===== src/rtl/lock_code_controller.sv =====
// rtl/lock_code_controller.sv - DigiLock code memory access master with verify scan and failed-attempt lockout
module lock_code_controller #(
  parameter int MAX_FAILS      = 3,
  parameter int LOCKOUT_CYCLES = 1000
) (
  input  logic        clk,
  input  logic        reset,
  input  logic        cmd_valid,
  output logic        cmd_ready,
  input  logic        cmd_op,
  input  logic [1:0]  cmd_slot,
  input  logic [15:0] cmd_code,
  output logic        busy,
  output logic        done,
  output logic        match,
  output logic [1:0]  match_slot,
  output logic        locked,
  output logic [1:0]  mem_idx,
  output logic        mem_wr,
  output logic        mem_enable,
  output logic [15:0] mem_wdata,
  input  logic [15:0] mem_rdata
);

  localparam int FW = $clog2(MAX_FAILS + 1);
  localparam int LW = $clog2(LOCKOUT_CYCLES + 1);
  localparam logic [FW-1:0] FAIL_LIMIT = FW'(MAX_FAILS);
  localparam logic [LW-1:0] LOCK_LOAD  = LW'(LOCKOUT_CYCLES);

  typedef enum logic [2:0] {
    S_IDLE,
    S_WRITE,
    S_READ,
    S_DONE,
    S_LOCKED
  } state_t;

  state_t        r_state;
  state_t        w_next;
  logic          r_op;
  logic [1:0]    r_slot;
  logic [15:0]   r_code;
  logic [1:0]    r_scan;
  logic [FW-1:0] r_fail_cnt;
  logic [LW-1:0] r_lock_cnt;
  logic          r_match;
  logic [1:0]    r_match_slot;
  logic          w_hit;
  logic [FW-1:0] w_fail_inc;
  logic          w_lock_now;

  // A zero candidate never matches, so empty (zero) slots can never report a hit.
  assign w_hit      = (mem_rdata == r_code) && (r_code != 16'h0000);
  assign w_fail_inc = r_fail_cnt + FW'(1);
  assign w_lock_now = !r_op && !r_match && (w_fail_inc == FAIL_LIMIT);

  assign match      = r_match;
  assign match_slot = r_match_slot;

  // State register.
  always_ff @(posedge clk) begin
    if (reset) r_state <= S_IDLE;
    else       r_state <= w_next;
  end

  // Next-state decode plus all status and memory-bus outputs decoded from the state.
  always_comb begin
    w_next     = r_state;
    cmd_ready  = 1'b0;
    busy       = 1'b1;
    done       = 1'b0;
    locked     = 1'b0;
    mem_enable = 1'b0;
    mem_wr     = 1'b0;
    mem_idx    = 2'd0;
    mem_wdata  = 16'h0000;
    case (r_state)
      S_IDLE: begin
        cmd_ready = 1'b1;
        busy      = 1'b0;
        if (cmd_valid) w_next = cmd_op ? S_WRITE : S_READ;
      end
      S_WRITE: begin
        mem_enable = 1'b1;
        mem_wr     = 1'b1;
        mem_idx    = r_slot;
        mem_wdata  = r_code;
        w_next     = S_DONE;
      end
      S_READ: begin
        mem_enable = 1'b1;
        mem_idx    = r_scan;
        if (w_hit || (r_scan == 2'd3)) w_next = S_DONE;
      end
      S_DONE: begin
        done   = 1'b1;
        w_next = w_lock_now ? S_LOCKED : S_IDLE;
      end
      S_LOCKED: begin
        locked = 1'b1;
        if (r_lock_cnt == LW'(1)) w_next = S_IDLE;
      end
      default: w_next = S_IDLE;
    endcase
  end

  // Command latch, scan pointer, verify result, failure count and lockout timer.
  always_ff @(posedge clk) begin
    if (reset) begin
      r_op         <= 1'b0;
      r_slot       <= 2'd0;
      r_code       <= 16'h0000;
      r_scan       <= 2'd0;
      r_fail_cnt   <= '0;
      r_lock_cnt   <= '0;
      r_match      <= 1'b0;
      r_match_slot <= 2'd0;
    end else begin
      case (r_state)
        S_IDLE: begin
          if (cmd_valid) begin
            r_op   <= cmd_op;
            r_slot <= cmd_slot;
            r_code <= cmd_code;
            r_scan <= 2'd0;
          end
        end
        S_READ: begin
          if (w_hit) begin
            r_match      <= 1'b1;
            r_match_slot <= r_scan;
          end else if (r_scan == 2'd3) begin
            r_match      <= 1'b0;
            r_match_slot <= 2'd0;
          end else begin
            r_scan <= r_scan + 2'd1;
          end
        end
        S_DONE: begin
          // STORE leaves the verify result and the failure count untouched.
          if (!r_op) begin
            if (r_match) begin
              r_fail_cnt <= '0;
            end else begin
              if (r_fail_cnt != FAIL_LIMIT) r_fail_cnt <= w_fail_inc;
              if (w_lock_now) r_lock_cnt <= LOCK_LOAD;
            end
          end
        end
        S_LOCKED: begin
          r_lock_cnt <= r_lock_cnt - LW'(1);
          if (r_lock_cnt == LW'(1)) r_fail_cnt <= '0;
        end
        default: ;
      endcase
    end
  end

endmodule


===== config.mk =====
export PLATFORM = sky130hd
export DESIGN_NAME = lock_code_controller
export DESIGN_NICKNAME = d
export VERILOG_FILES = /design/src/rtl/lock_code_controller.sv
export SDC_FILE = /design/constraint.sdc
export NUM_CORES = 1
export LEC_CHECK = 0
export CORE_MARGIN = 4
export CORE_UTILIZATION = 50
export CTS_CLUSTER_SIZE = 40
export DETAILED_ROUTE_END_ITERATION = 10
export PLACE_DENSITY = 0.85
export SLEW_MARGIN = 20
export SYNTH_ARGS = -nofsm -noshare
export SYNTH_HDL_FRONTEND = slang
export SYNTH_SLANG_ARGS = --single-unit

===== constraint.sdc =====
create_clock -name clk -period 4.84 [get_ports clk]
set_input_delay 0.968 -clock clk [delete_from_list [all_inputs] [get_ports clk]]
set_output_delay 0.968 -clock clk [all_outputs]
set_load 0.01 [all_outputs]

# == Word level (Yosys, flattened, before mapping) ==
# Cells that the tools add are included.
# word_totals
reg_bits,39
inputBits,38
elab_cells,79
# classes
add_sub_neg,3
n_eq_ne,18
mux,31
n_reduce_logical,18
# ops
op,count
$mux 10,3
$mux 2,10
$pmux 10 s2,1
$ne 2x2->1 const B,9
$eq 16x16->1,1
$mux 16,1
$reduce_bool 16->1,1
$pmux 3 s5,1
$mux 3,4
$pmux 2 s2,3
$reduce_and 4->1,3
$eq 10x1->1 const B,1
$sub 10x1->10 const B,1
$mux 1,8
$eq 3x2->1 const B,2
$reduce_bool 2->1,3
$add 2x1->2 const B,2
$eq 2x2->1 const B,2
$reduce_and 2->1,2
$eq 3x1->1 const B,1
$eq 3x3->1 const B,1
$logic_and 1x1->1,3
$logic_not 3->1,1
$ne 3x3->1 const B,1
other kinds (4),5

# == Logic depth before layout (Yosys ltp) ==
# Gate-level depths: netlist (run 1).
# depth
ltp_word,7
ltp_mapped,8
mapped_depth_nobuf,7

# == Worst setup path after synthesis (run 1) ==
# Ideal clock, no wire load.
# synth_path
path_kind,flip-flop to output port
from,reg r_state[0]
to,out mem_wdata[10]
arrival_ps,1397
required_time_ps,3872
setup_slack_ps,2475
stages_incl_launch_ff,5
path_buffers,2
path_cell_list,dfxtp_1 -> clkbuf_1 -> nor3b_2 -> clkbuf_1 -> and2_1
# synth_via
elab_chain_cells,2
# synth_lines
element,line,text
from (decl),38,state_t r_state;
from (signal assigned),63,else r_state <= w_next;
$eq 3x1->1,77,case (r_state)
$mux 16,77,
to (decl),21,"output logic [15:0] mem_wdata,"
# No other way between the ends.

# == Worst setup path in the final report (run 1) ==
# layout_path
from,reg r_state[0]
to,out mem_wdata[15]
# The elaborated chain is that of the path after synthesis.

==> metrics.md, run 1 <==
| Metric | Value |
|---|---|
| Status | complete, no violations |
| Peak VDD IR | 0.194 mV |
| Top post-synthesis cells by count | 47 x nand2_1, 39 x dfxtp_1, 31 x a21oi_1 |
| Worst setup EP type | output port |
| Area Overhead vs Synth | 36.5% |
| Sequential cell area fraction in the yosys report | 38.3% |
| Simple logic cell fraction of the synthesized area | 30.5% |
| Worst EP required | 3.87 ns |
| Clock sinks | 39 |
| CP Launch Type | register |
| Maximum number of pins on one net before global-route repair | 42 |
| Predominant post-synthesis flop cell | dfxtp_1 |
| Post-Syn Instances | 250 |
| Synth area leaders | dfxtp_1 38%, nand2_1 8.6%, a21oi_1 7.6% |
| Net Sw Power | 209 uW |
| Compound-Gate Fraction of Synth Area | 13.2% |
| Crit Path Max Fanout | 19 |
| Wire per inst | 14.5 um |
| Post-synth EDFFs | 0 |
| Synthesized area per cell | 8.16 um2 |
| Initial antenna violation count | 0 |
| Gr ovfl total | 0 |
| Hold_sp | r_op |
| Period minus WS final | 3.24 ns |
| Finished Layout Cells | 359 |
| Clock Skew | 0.00865 ns |
| Mux cell area share after synthesis | 0.981% |
| Max Fclk | 309 MHz |
| Sum Neg Setup Slack | 0 ns |
| PwrDens | 263 nW/um2 |
| Total power | 732 uW |
| Tcrit/Tclk final | 66.9% |
| Port buffer count | 64 |
| Gpl congestion | 0.783 |
| Fraction of layout cells with a size suffix above 1 | 5.79% |
| Core region area | 3800 um2 |
| Global Route Usage Sum | 20.6% |
| Boundary Pins | 65 |
| P_int | 523 uW |
| Mapped cell area | 2040 um2 |
| Vias in the first global route | 1792 |
| Max-slew headroom | 45.6% |
| Row count | 22 |
| Syn nets | 293 |
| Critical path launch point | r_state[0] |
| CTS Buf Count | 5 |
| Synth top area share | 38.3% |
| Crit Path Category | reg -> out |
| Starting density of the core | 53.7% |
| Clk slew on worst S/H paths | 0.07 ns |
| CTS tree | done |
| Die X-Extent | 71.9 um |
| Flop pwr share | 49.4% |
| Clock Latency Late Sink | 0.29 ns |
| Adder-cell area share of the yosys netlist | 3.07% |
| FILL cells | 310 |
| Leak | 0.00103 uW |
| Slew Viols, Final | 0 |
| Unrepaired setup endpoints after global routing | false |
| 1st-iter DRT viols | 135 |
| Logic gate share of total power | 21.7% |
| DRT antenna net count | 0 |
| Ys async rst share | 0% |
| Avg Vias per Cell | 5.38 |
| CP arrival | 2.27 ns |
| Clk buf depth | 2 |
| Yosys warns | 0 |
| Fin util | 73.3% |
| Reg-to-reg startpoint | r_state[2] |
| Worst slew pin tran | 0.813 ns |
| Area leader, netlist | dfxtp_1 |
| # setup viols final | 0 |
| Sw Ratio | 28.5% |
| Placed Cells | 351 |
| Post-DP HPWL | 3.91 mm |
| Nets | 353 |
| Multi-input logic area | 1180 um2 |
| Postcts setup bufs | 0 |
| Die Height | 71.9 um |
| DRC errors left | 0 |
| DR vias | 1932 |
| H-tree levels | 2 |
| Final wirelength | 5.19 mm |
| Largest family of logic cells by synthesized area | simple AND/OR/NAND/NOR gates |
| Global-route wire length before repair | 8.38 mm |
| Root Buffer | clkbuf_8 |
| Most frequent cell after synthesis | nand2_1 |
| Die ar. | 5170 um2 |
| Min-Delay Path Class | reg -> reg |
| # diodes | 0 |
| Post-cts resize count | 0 |
| Drt pass-1 iters | 4 |
| Final hold violations | 0 |
| Synth Area in XOR/XNOR | 10.3% |
| Flip-flop and latch area | 781 um2 |
| Clock Power Share | 28.9% |
| Count of different cell masters after synthesis | 46 |
| Max Cap Violations | 0 |
| FF+latch count, synth | 39 |
| Hold_buf cts | 0 |
[power by group through the flow]
stage	combinational [uW]	clock, uW	sequential [uW]
finish	159	212	361
global route	175	229	363
CTS	160	219	361
detailed placement	159	0	368
global placement	156	0	367
floorplan	94.0	0	358
[per-stage QoR]
step | worst slack [ns] | hold slack [ns] | instance area [um2]
final | 1.60 | 0.462 | 2790
after global placement | 1.93 | 0.443 | 2700
after global routing | 1.44 | 0.486 | 2790
after CTS | 1.58 | 0.466 | 2790
after detailed placement | 1.89 | 0.455 | 2700
after floorplan | 2.47 | 0.436 | 2040
[worst max-delay path, cell delays in order, from the launching register on]
cell and delay (ns):
dfxtp_1 0.46, nor3b_2 0.72, and2_2 0.26, clkdlybuf4s50_1 0.53
[layout make-up]
class,count,share of cell area (%)
Inverter,7,0.943
Multi-Input combinational cell,192,42.5
Timing Repair Buffer,65,23.3
Clock inverter,2,0.449
Tap cell,48,2.16
Sequential cell,39,28.0
Clock buffer,6,2.61
[logic make-up after synthesis]
kind of cell,after synthesis
compound gates,44
xor+xnor,24
fa+ha+maj,5
buf+inv,19
flops,39
mux,2
simple gates,117
[layout by cell type, fill, tap and decap left out, drive strengths merged, types with 2 or more instances in the layout]
cell type,netlist,routed
nand4,3,3
nand3b,2,2
nor2,11,11
dfxtp,39,39
a21oi,31,31
xor2,12,12
mux2i,2,2
nor3b,3,3
nand3,3,3
and2,17,17
nand2b,4,4
o41a,2,2
ha,5,5
inv,7,7
a22o,2,2
nor3,8,8
a221o,2,2
clkbuf,8,6
clkdlybuf4s50,0,64
nand2,48,48
xnor2,12,12
nor4,8,8
and3,2,2
[flip-flops by register name, indices dropped and copies added (netlist names)]
name,count
match_slot,2
r_code,16
r_state,3
r_lock_cnt,10
match,1
r_fail_cnt,2
r_op,1
r_scan,2
r_slot,2
[metal layers]
metal / wire (um) / global-route usage, % / part of all wire [%] / vias to the layer above
li1: - / - / - / 973
met1: 2460 / 27.5 / 47 / 907
met2: 2410 / 33.0 / 46 / 45
met3: 265 / 3.79 / 5.1 / 7
met4: 56 / 7.93 / 1.1 / 0
met5: 0 / 0 / 0 / -
[worst paths after layout]
path | endpoint | slack [ns] | cells after the start
worst max-delay path | mem_wdata[15] | 1.60 | 3
worst min-delay path | r_op | 0.46 | 2
worst max register to register | r_scan[1] | 2.80 | 4
worst min register to register | r_op | 0.46 | 2
(Power assumes the default switching activity.)
==> run 2, diff against run 1 <==
--- a/config.mk
+++ b/config.mk
@@ -6,10 +6,10 @@
 export NUM_CORES = 1
 export LEC_CHECK = 0
 export CORE_MARGIN = 4
-export CORE_UTILIZATION = 50
+export CORE_UTILIZATION = 46
 export CTS_CLUSTER_SIZE = 40
 export DETAILED_ROUTE_END_ITERATION = 10
-export PLACE_DENSITY = 0.85
+export PLACE_DENSITY = 0.8
 export SLEW_MARGIN = 20
 export SYNTH_ARGS = -nofsm -noshare
 export SYNTH_HDL_FRONTEND = slang
==> constraint.sdc (replaced) <==
create_clock -name clk -period 3.1 [get_ports clk]
set_input_delay 0.62 -clock clk [delete_from_list [all_inputs] [get_ports clk]]
set_output_delay 0.62 -clock clk [all_outputs]
set_load 0.01 [all_outputs]
==> metrics.md, run 2 (synthesis results as in run 1) <==
| Metric | Value |
|---|---|
| Row count | 23 (+4.5%) |
| Post-DP HPWL | 4.14 mm (+6.0%) |
| Maximum number of pins on one net before global-route repair | 26 (-38%) |
| Multi-input logic area | 1180 um2 (unchanged) |
| Clock sinks | 39 (unchanged) |
| Die X-Extent | 74.6 um (+3.8%) |
| Worst EP required | 2.48 ns (-1.39 ns) |
| Crit Path Category | reg -> out |
| Most frequent cells in the layout | 64 x clkdlybuf4s50_1, 47 x nand2_1, 39 x dfxtp_1 |
| Gpl congestion | 0.815 (+4.1%) |
| Sum Neg Setup Slack | 0 ns (unchanged) |
| DRT antenna net count | 0 (unchanged) |
| CTS tree | done |
| Starting density of the core | 49.2% (-4.5 points) |
| Most flop-heavy register | r_code |
| PwrDens | 448 nW/um2 (+70%) |
| DR vias | 1988 (+2.9%) |
| Leak | 0.00107 uW (+3.9%) |
| P_int | 929 uW (+78%) |
| Net Sw Power | 347 uW (+66%) |
| Vias in the first global route | 1862 (+3.9%) |
| Initial antenna violation count | 0 (unchanged) |
| Global Route Usage Sum | 21.4% (+0.78 points) |
| Worst slew pin tran | 0.598 ns (-0.215 ns) |
| Fin Hold WS | 0.455 ns (-0.00694 ns) |
| Max-slew headroom | 60.0% (+14 points) |
| Unrepaired setup endpoints after global routing | false |
| Die Height | 74.6 um (+3.8%) |
| Clock Power Share | 35.3% (+6.4 points) |
| Commonest non-fill, non-tap cell in the layout | clkdlybuf4s50_1 |
| Critical path launch point | r_state[0] |
| Crit Path Max Fanout | 12 (-7) |
| Core region area | 4140 um2 (+9.1%) |
| Sw Ratio | 27.2% (-1.3 points) |
| WHS Path Cells | 2 (unchanged) |
| CP arrival | 2.18 ns (-0.09 ns) |
| Clk buf depth | 2 (unchanged) |
| Postcts setup bufs | 0 (unchanged) |
| Max Fclk | 357 MHz |
| Cells on worst reg2reg path | 5 (+1) |
| Fin util | 68.8% (-4.5 points) |
| Hold_buf cts | 0 (unchanged) |
| H-tree levels | 2 (unchanged) |
| Flop pwr share | 44.3% (-5.1 points) |
| Logic gate share of total power | 20.4% (-1.3 points) |
| Period minus WS final | 2.80 ns |
| Global-route wire length before repair | 8.97 mm (+7.0%) |
| Worst R2R Setup Slack | 1.29 ns (-1.51 ns) |
| Peak VDD IR | 0.488 mV (+150%) |
| Clock Skew | 0.00447 ns (-0.00419 ns) |
| Port buffer count | 64 (unchanged) |
| Clk slew on worst S/H paths | 0.08 ns (about the same) |
| Tcrit/Tclk final | 90.4% |
| Top Registers | r_code x16, r_lock_cnt x10, r_state x3 |
| Total power | 1280 uW (+74%) |
| Max FFs per register | 16 (unchanged) |
| Nets | 357 (+1.1%) |
| # setup viols final | 0 (unchanged) |
| Gr ovfl total | 0 (unchanged) |
| Fraction of layout cells with a size suffix above 1 | 7.30% (+1.5 points) |
| Boundary Pins | 65 (unchanged) |
| Root Buffer | clkbuf_8 |
| Final wirelength | 5.49 mm (+5.9%) |
| Worst setup EP type | output port |
| 1st-iter DRT viols | 103 (-24%) |
| Clock Latency Late Sink | 0.30 ns (about the same) |
| Min-Delay Path Class | reg -> reg |
| Reg-to-reg startpoint | r_code[5] |
| CTS Buf Count | 5 (unchanged) |
| DRC errors left | 0 (unchanged) |
| Wire per inst | 15.1 um (+4.2%) |
| Drt pass-1 iters | 4 (unchanged) |
| Die ar. | 5570 um2 (+7.7%) |
| Final hold violations | 0 (unchanged) |
| Status | complete, no violations |
| Flip-flop and latch area | 781 um2 (unchanged) |
| Max Cap Violations | 0 (unchanged) |
| Area Overhead vs Synth | 39.7% |
| Crit Reg-Reg Endpoint | r_scan[0] |
| CP Launch Type | register |
| Post-cts resize count | 0 (unchanged) |
| Avg Vias per Cell | 5.45 (+1.2%) |
| FILL cells | 366 (+18%) |
| Slew Viols, Final | 0 (unchanged) |
| Critical path destination | mem_wdata[2] |
| # diodes | 0 (unchanged) |
==> run 2: worst max-delay path, cell delays in order, from the launching register on <==
cell	delay, ns
dfxtp_1	0.47
nor3b_2	0.46
buf_4	0.25
and2_1	0.15
clkdlybuf4s50_1	0.54
==> run 2: power groups by stage <==
stage	registers, uW	logic [uW]	clock network (uW)
3_5_place_dp	576	260	0
6_report	565	260	451
2_1_floorplan	559	147	0
5_1_grt	569	286	487
3_3_place_gp	575	255	0
4_1_cts	564	262	456
==> run 2: cell type report <==
type                            count  share of cell area, %
Multi-Input combinational cell    192                   41.6
Sequential cell                    39                   27.4
Timing Repair Buffer               69                   23.8
Clock buffer                        6                   2.90
Tap cell                           50                   2.19
Clock inverter                      2                   1.23
Inverter                            7                  0.922
==> run 2: layer usage <==
metal / vias up / part of all wire (%) / track usage (%)
met3: 12 / 7.0 / 5.54
met5: - / 0 / 0
li1: 980 / - / -
met4: 0 / 2.1 / 8.30
met1: 925 / 43 / 26.8
met2: 71 / 48 / 35.2
==> run 2: worst min-delay path by stage <==
stage,startpoint,endpoint
after detailed placement,match_slot[1],match_slot[1]
after global routing,match_slot[1],match_slot[1]
after floorplan,r_slot[0],r_slot[0]
after global placement,match_slot[0],match_slot[0]
after CTS,match_slot[1],match_slot[1]
final,match_slot[1],match_slot[1]
==> run 2: per-stage QoR <==
stage	setup slack, ns	area [um2]	instances
after floorplan	1.08	2040	250
after global placement	0.611	2730	357
after detailed placement	0.604	2730	357
after CTS	0.268	2850	365
after global routing	0.155	2850	365
final	0.298	2850	365
